<file path="config.mk">
export PLATFORM = sky130hd
export DESIGN_NAME = dpd_mag_addr_gen_flat
export DESIGN_NICKNAME = d
export VERILOG_FILES = /design/src/rtl/dpd_mag_addr_gen_if.sv /design/src/rtl/dpd_mag_addr_gen.sv /design/src/flat_wrapper.sv
export SDC_FILE = /design/constraint.sdc
export NUM_CORES = 2
export LEC_CHECK = 0
export ABC_CLOCK_PERIOD_IN_PS = 5300
export BUFFER_PORTS_ARGS = -buffer_cell sky130_fd_sc_hd__buf_2
export CELL_PAD_IN_SITES_DETAIL_PLACEMENT = 2
export CELL_PAD_IN_SITES_GLOBAL_PLACEMENT = 2
export CORE_MARGIN = 4
export CORE_UTILIZATION = 45
export DETAILED_ROUTE_END_ITERATION = 7
export PLACE_DENSITY = 0.84
export SLEW_MARGIN = 40
export SYNTH_ARGS = -nofsm -noshare
export SYNTH_HDL_FRONTEND = slang
export SYNTH_SLANG_ARGS = --single-unit
</file>
<file path="constraint.sdc">
create_clock -name clk -period 5.3 [get_ports clk]
set_input_delay 0.265 -clock clk [delete_from_list [all_inputs] [get_ports clk]]
set_output_delay 0.265 -clock clk [all_outputs]
set_load 0.02 [all_outputs]
</file>
<file path="src/rtl/dpd_mag_addr_gen_if.sv">
// rtl/dpd_mag_addr_gen_if.sv - sample in / tap-pair out bundle for the DPD LUT address generator
// Master drives samples and controls; slave (the generator) returns the tap pair and addresses.
interface dpd_mag_addr_gen_if #(
  parameter int DATA_WIDTH = 32,
  parameter int ADDR_WIDTH = 4
);
  logic                    x_valid;
  logic [DATA_WIDTH-1:0]   x;
  logic [4:0]              mag_shift;
  logic                    clear;
  logic                    tu_enable;
  logic [2*DATA_WIDTH-1:0] tu;
  logic [2*ADDR_WIDTH-1:0] mag;

  modport master (
    output x_valid, x, mag_shift, clear,
    input  tu_enable, tu, mag
  );

  modport slave (
    input  x_valid, x, mag_shift, clear,
    output tu_enable, tu, mag
  );
endinterface

</file>
<file path="src/rtl/dpd_mag_addr_gen.sv">
// rtl/dpd_mag_addr_gen.sv - |x|^2 to saturated LUT address, paired with the previous sample
// Four register levels: squares, power, shifted/saturated address, output with history.
module dpd_mag_addr_gen #(
  parameter int DATA_WIDTH = 32,
  parameter int ADDR_WIDTH = 4
) (
  input  logic                     clk,
  input  logic                     rst_n,
  dpd_mag_addr_gen_if.slave        bus
);
  localparam int HW = DATA_WIDTH / 2;
  localparam logic [DATA_WIDTH-1:0] SAT_LIMIT = DATA_WIDTH'((1 << ADDR_WIDTH) - 1);

  logic                    v1_q, v1_d;
  logic [DATA_WIDTH-1:0]   x1_q, x1_d;
  logic [DATA_WIDTH-1:0]   sq_i_q, sq_i_d;
  logic [DATA_WIDTH-1:0]   sq_q_q, sq_q_d;
  logic                    v2_q, v2_d;
  logic [DATA_WIDTH-1:0]   x2_q, x2_d;
  logic [DATA_WIDTH-1:0]   pwr_q, pwr_d;
  logic                    v3_q, v3_d;
  logic [DATA_WIDTH-1:0]   x3_q, x3_d;
  logic [ADDR_WIDTH-1:0]   addr3_q, addr3_d;
  logic [DATA_WIDTH-1:0]   hist_x_q, hist_x_d;
  logic [ADDR_WIDTH-1:0]   hist_a_q, hist_a_d;
  logic                    tu_enable_q, tu_enable_d;
  logic [2*DATA_WIDTH-1:0] tu_q, tu_d;
  logic [2*ADDR_WIDTH-1:0] mag_q, mag_d;

  logic signed [DATA_WIDTH-1:0] i_ext, q_ext, i_sq, q_sq;
  logic        [DATA_WIDTH-1:0] shifted;

  always_comb begin
    // Sign-extend before multiplying so the full-scale square (2^(DW-2)) is exact.
    i_ext = signed'({{HW{bus.x[HW-1]}}, bus.x[HW-1:0]});
    q_ext = signed'({{HW{bus.x[DATA_WIDTH-1]}}, bus.x[DATA_WIDTH-1:HW]});
    i_sq  = i_ext * i_ext;
    q_sq  = q_ext * q_ext;

    v1_d   = bus.x_valid & ~bus.clear;
    x1_d   = x1_q;
    sq_i_d = sq_i_q;
    sq_q_d = sq_q_q;
    if (v1_d) begin
      x1_d   = bus.x;
      sq_i_d = DATA_WIDTH'(i_sq);
      sq_q_d = DATA_WIDTH'(q_sq);
    end

    v2_d  = v1_q & ~bus.clear;
    x2_d  = x2_q;
    pwr_d = pwr_q;
    if (v1_q) begin
      x2_d  = x1_q;
      pwr_d = sq_i_q + sq_q_q;
    end

    if (32'(bus.mag_shift) >= 32'(DATA_WIDTH)) begin
      shifted = '0;
    end else begin
      shifted = pwr_q >> bus.mag_shift;
    end

    v3_d    = v2_q & ~bus.clear;
    x3_d    = x3_q;
    addr3_d = addr3_q;
    if (v2_q) begin
      x3_d    = x2_q;
      addr3_d = (shifted > SAT_LIMIT) ? {ADDR_WIDTH{1'b1}} : shifted[ADDR_WIDTH-1:0];
    end

    // tu/mag only move on an emitted sample; clear zeroes history but leaves them holding.
    tu_enable_d = v3_q & ~bus.clear;
    tu_d        = tu_q;
    mag_d       = mag_q;
    hist_x_d    = hist_x_q;
    hist_a_d    = hist_a_q;
    if (bus.clear) begin
      hist_x_d = '0;
      hist_a_d = '0;
    end else if (v3_q) begin
      tu_d     = {hist_x_q, x3_q};
      mag_d    = {hist_a_q, addr3_q};
      hist_x_d = x3_q;
      hist_a_d = addr3_q;
    end
  end

  always_ff @(posedge clk or negedge rst_n) begin
    if (!rst_n) begin
      v1_q        <= 1'b0;
      x1_q        <= '0;
      sq_i_q      <= '0;
      sq_q_q      <= '0;
      v2_q        <= 1'b0;
      x2_q        <= '0;
      pwr_q       <= '0;
      v3_q        <= 1'b0;
      x3_q        <= '0;
      addr3_q     <= '0;
      hist_x_q    <= '0;
      hist_a_q    <= '0;
      tu_enable_q <= 1'b0;
      tu_q        <= '0;
      mag_q       <= '0;
    end else begin
      v1_q        <= v1_d;
      x1_q        <= x1_d;
      sq_i_q      <= sq_i_d;
      sq_q_q      <= sq_q_d;
      v2_q        <= v2_d;
      x2_q        <= x2_d;
      pwr_q       <= pwr_d;
      v3_q        <= v3_d;
      x3_q        <= x3_d;
      addr3_q     <= addr3_d;
      hist_x_q    <= hist_x_d;
      hist_a_q    <= hist_a_d;
      tu_enable_q <= tu_enable_d;
      tu_q        <= tu_d;
      mag_q       <= mag_d;
    end
  end

  assign bus.tu_enable = tu_enable_q;
  assign bus.tu        = tu_q;
  assign bus.mag       = mag_q;
endmodule

</file>
<file path="src/flat_wrapper.sv">
// flat-port wrapper written by rule: the top's interface ports become plain ports
module dpd_mag_addr_gen_flat 
#(
  parameter int DATA_WIDTH = 32,
  parameter int ADDR_WIDTH = 4
)
  (clk, rst_n, bus_x_valid, bus_x, bus_mag_shift, bus_clear, bus_tu_enable, bus_tu, bus_mag);
  dpd_mag_addr_gen_if #(.DATA_WIDTH(DATA_WIDTH), .ADDR_WIDTH(ADDR_WIDTH)) bus_i ();
  input  logic clk;
  input  logic rst_n;
  input wire logic [$bits(bus_i.x_valid)-1:0] bus_x_valid;
  input wire logic [$bits(bus_i.x)-1:0] bus_x;
  input wire logic [$bits(bus_i.mag_shift)-1:0] bus_mag_shift;
  input wire logic [$bits(bus_i.clear)-1:0] bus_clear;
  output wire logic [$bits(bus_i.tu_enable)-1:0] bus_tu_enable;
  output wire logic [$bits(bus_i.tu)-1:0] bus_tu;
  output wire logic [$bits(bus_i.mag)-1:0] bus_mag;
  assign bus_i.x_valid = bus_x_valid;
  assign bus_i.x = bus_x;
  assign bus_i.mag_shift = bus_mag_shift;
  assign bus_i.clear = bus_clear;
  assign bus_tu_enable = bus_i.tu_enable;
  assign bus_tu = bus_i.tu;
  assign bus_mag = bus_i.mag;
  dpd_mag_addr_gen #(.DATA_WIDTH(DATA_WIDTH), .ADDR_WIDTH(ADDR_WIDTH)) u_core (.clk(clk), .rst_n(rst_n), .bus(bus_i));
endmodule
</file>
==> results.yml, run 1 <==
yosys:
  synth-edff-count: 0
  async_reset_ff_frac: 1.00
  ys.warnings.count: 0
  synth_area_per_cell_um2: 9.73
  syn-num-nets: 3917
  ys.flop_type: "dfrtp_1"
  synthCells: 3200
  synth_seq_area_share: 0.244
  synth_seq_cells: 304
  synth_cell_types: 70
  syn_area_um2: 31200
place:
  place_inst: 4468
  port_buffers: 113
  hpwl_mm: 94.4
  globalplace.congestion: 0.848
clock_network:
  cts_buffers: 36
  clock-sinks: 304
  root_buffer: "clkbuf_16"
  clockBufferDepth: 3
  htree_levels: 2
timing:
  crit_endpoint: "u_core.sq_q_q[28]$_DFFE_PN0P_/D"
  endpoint_type: "sequential cell input"
global_route:
  grt.total_usage: 0.707
  grt_remaining_overflow: 20
  antenna_found_initial: 32
  grt_max_degree: 90
die:
  chipHeight_um: 271
  die_x_um: 271
  io_pins: 114
  start_util: 0.454
  rows: 96
outcome:
  error: "[ERROR GRT-0232] Routing congestion too high. Check the congestion heatmap in the GUI."
  status: "did not finish"
  stop_stage: "5_1_grt"
==> logic make-up after synthesis <==
logic type | count (synthesis) | synth area share
compound gates | 350 | 0.0720
mux | 163 | 0.0616
flops | 304 | 0.244
fa+ha+maj | 676 | 0.384
xor+xnor | 113 | 0.0318
buf+inv | 754 | 0.0915
simple gates | 840 | 0.115
==> metrics by stage <==
step,setup slack (ns),util,instance area (um2),setup TNS (ns)
detailed placement,-1.21,0.516,35400,-27.31
floorplan,-0.285,-,31600,-1.63
global placement,-0.665,0.515,35300,-13.56
CTS,-0.568,0.552,37900,-6.22
==> per-layer routing <==
layer,GRT overflow,global-route usage
met5,4,0.176
met4,11,0.782
met3,1,0.475
met2,4,0.913
met1,0,0.695
==> repair_timing <==
item / in CTS
gates resized for setup: 251
hold buffers: 1
setup buffers: 40
pin swaps: 85
setup endpoints to repair: 38
hold endpoints to repair: 48
==> synthesized netlist by cell type (14+ instances only) <==
library cell,instances,area share
a211oi_1,14,0.0034
a21o_1,34,0.0082
a21oi_1,84,0.013
and2_1,89,0.018
buf_1,14,0.0017
clkbuf_1,97,0.012
dfrtp_1,304,0.24
fa_1,468,0.30
ha_1,208,0.084
inv_1,631,0.076
mux2_2,90,0.033
mux2i_1,59,0.019
mux4_2,14,0.010
nand2_1,530,0.064
nand3_1,15,0.0024
nor2_1,137,0.017
nor3_1,14,0.0022
o21a_1,15,0.0036
o21ai_0,103,0.017
o21ai_1,14,0.0022
o21bai_1,15,0.0036
xnor2_1,75,0.021
xor2_1,38,0.011
==> run 2, diff against run 1 <==
--- a/config.mk
+++ b/config.mk
@@ -7,12 +7,10 @@
 export LEC_CHECK = 0
 export ABC_CLOCK_PERIOD_IN_PS = 5300
 export BUFFER_PORTS_ARGS = -buffer_cell sky130_fd_sc_hd__buf_2
-export CELL_PAD_IN_SITES_DETAIL_PLACEMENT = 2
-export CELL_PAD_IN_SITES_GLOBAL_PLACEMENT = 2
 export CORE_MARGIN = 4
-export CORE_UTILIZATION = 45
+export CORE_UTILIZATION = 30
 export DETAILED_ROUTE_END_ITERATION = 7
-export PLACE_DENSITY = 0.84
+export PLACE_DENSITY_LB_ADDON = 0.15
 export SLEW_MARGIN = 40
 export SYNTH_ARGS = -nofsm -noshare
 export SYNTH_HDL_FRONTEND = slang
==> results.yml, run 2 <==
timing:
  slew_violations: 0
  fin_ws_ns: -0.0426
  fin_hold_ws_ns: 0.120
  fmax_mhz: 187
  final-setup-viol-count: 1
  relSlewSlack: 0.478
  min_period_ns: 5.34
  fin_crit_sh: 1.01
  hold_viol: 0
  rsz0062_at_grt: "true"
  skew_ns: 0.0261
  worstMarginPinSlew_ns: 0.784
critical_path:
  path_delay_family: "adder cells"
  rr_worst_depth: 10
  crit_buf_inv: 6
  setup.worst_path.end_class: "flop"
  worstReg2RegStart: "u_core.sq_q_q[3]$_DFFE_PN0P_"
  crit_top_cell: "fa_1"
  slowest_delay_ns: 0.54
  rr_endpoint: "u_core.pwr_q[29]$_DFFE_PN0P_"
  cp_max_fo: 8
  cp.required_ns: 5.70
  cp.arrival_ns: 5.74
  crit_chain: "buf_12, nand2_4, inv_2, fa_1, inv_2, fa_1, inv_2, fa_1, fa_1, fa_1, inv_1, fa_1, inv_2, ha_4, a21o_1, a21oi_2, nor2b_1, a311oi_2, o21ai_2, a2111o_1, a221o_1, xnor2_2, o21ai_1"
  reg2reg_slack_ns: 2.22
  cp_slowest_cell: "fa_1"
  critical_path_class: "in -> reg"
  cp-start-kind: "input pin"
yosys:
  synth-simple-area-share: 0.115
  synth_mux_area_frac: 0.0616
  synth_xor_area_frac: 0.0318
  syn_area_um2: 31200
  syn-num-nets: 3917
  yosys.area.top_type_share: 0.301
  synth_fa_ha_area_frac: 0.384
  synth_seq_cells: 304
  ys.warnings.count: 0
  synthCells: 3200
  synth_area_leaders: "fa_1 30%, dfrtp_1 24%, ha_1 8.4%"
  synth-compound-area-share: 0.0720
  ys.flop_type: "dfrtp_1"
  synth_seq_area_share: 0.244
  synth-edff-count: 0
  synth_cell_types: 70
  synth.most_common_cell: "inv_1"
  synth_top_family_by_area: "adder cells"
  synth_top_area_cell: "fa_1"
  synth_area_per_cell_um2: 9.73
  async_reset_ff_frac: 1.00
  synthTopCellsByCount: "631 x inv_1, 530 x nand2_1, 468 x fa_1"
worst_hold_path:
  holdPathEnd: "u_core.x1_q[9]$_DFFE_PN0P_"
  hp-start: "bus_x[9]"
  hold_depth: 4
  hp-class: "in -> reg"
clock_network:
  clockBufferDepth: 3
  cts_tree: "built"
  root_buffer: "clkbuf_16"
  clock_latency_ns: 0.55
  clock-sinks: 304
  cts_buffers: 38
  clk_pin_slew_worst_paths_ns: 0.05
  htree_levels: 2
cells_and_area:
  syn_to_final_growth_pct: 23.3
  largest_reg_flops: 64
  fillers: 10500
  mostFrequentLayoutCells: "605 x inv_1, 512 x nand2_1, 445 x fa_1"
  final_common_cell: "inv_1"
  fin_nets: 4353
  drive_gt1_frac: 0.236
die:
  die_area_um2: 109000
  coreArea_um2: 102000
  chipHeight_um: 330
  start_util: 0.304
  die_x_um: 330
  io_pins: 114
  rows: 117
place:
  port_buffers: 113
  dp_slack_ns: -0.754
  globalplace.congestion: 0.799
  hpwl_mm: 61.5
route:
  ant_nets: 0
  drt_first_iter_violations: 832
  first_pass_iters: 5
  drt_wl_total_mm: 74.6
  wl_per_cell_um: 14.8
  vias: 22100
  via_per_inst: 4.38
  post-route-drc-count: 0
outcome:
  violations: "negative setup slack"
  status: "complete, but fails checks"
global_route:
  grt.total_usage: 0.143
  grt_max_degree: 138
  antenna_found_initial: 7
  grt_remaining_overflow: 0
  grt_pass1_vias: 24100
  grt_pass1_wl_mm: 127
run:
  maxCapViolCount: 0
run 2: cells by family after synthesis:
| family | Yosys count |
|---|---|
| simple gates | 840 |
| buf+inv | 754 |
| fa+ha+maj | 676 |
| compound gates | 350 |
| flops | 304 |
| mux | 163 |
| xor+xnor | 113 |
run 2: tightest hold or removal path: stages:
cell and delay, ns:
buf_6 0.13, buf_4 0.13, nand2_1 0.04, nand2_1 0.05
run 2: metal layers:
metal	up-vias	track usage	wire (um)
li1	10800	-	-
met3	45	0.0160	2530
met4	0	0.0183	690
met2	213	0.250	36800
met1	11000	0.196	34500
met5	-	0	0
run 2: per-stage QoR:
stage	instance area, um2	instances	setup TNS [ns]	utilization
after floorplan	31600	3200	-1.63	-
after global placement	36300	4949	-15.45	0.354
after detailed placement	36300	4949	-15.50	0.354
after CTS	37700	5017	-0.168	0.368
after global routing	38400	5030	-1.31	0.375
final	38400	5033	-0.0426	0.375
run 2: final cells by class:
cell class                      instances  area [um2]  share of cell area
Antenna cell                            3        7.51            0.000195
Clock buffer                           56        1120              0.0291
Clock inverter                         10         134             0.00349
Inverter                              635        2390              0.0623
Multi-Input combinational cell       2142       21400               0.557
Sequential cell                       304        7610               0.198
Tap cell                             1368        1710              0.0446
Timing Repair Buffer                  515        4050               0.106
run 2: how the worst max path moves through the flow:
stage / startpoint / endpoint / slack [ns] / cells past startpoint
floorplan: bus_x[26] / u_core.sq_q_q[30]$_DFFE_PN0P_ / -0.29 / 22
global placement: bus_x[28] / u_core.sq_q_q[31]$_DFFE_PN0P_ / -0.74 / 22
detailed placement: bus_x[26] / u_core.sq_q_q[31]$_DFFE_PN0P_ / -0.75 / 20
CTS: bus_x[19] / u_core.sq_q_q[31]$_DFFE_PN0P_ / -0.08 / 22
global route: bus_x[23] / u_core.sq_q_q[31]$_DFFE_PN0P_ / -0.24 / 23
finish: bus_x[23] / u_core.sq_q_q[31]$_DFFE_PN0P_ / -0.04 / 23
run 2: repair_timing:
item	4_1_cts	5_1_grt
buffers inserted	1	13
hold buffers	1	0
hold endpoints to repair	55	0
resized for setup	33	190
pin swaps	13	100
setup endpoints to repair	15	25
Power of run 2 is left out: the tool's default activity adds up to more than one toggle a clock period on the data nets, which glitch-free logic cannot reach.
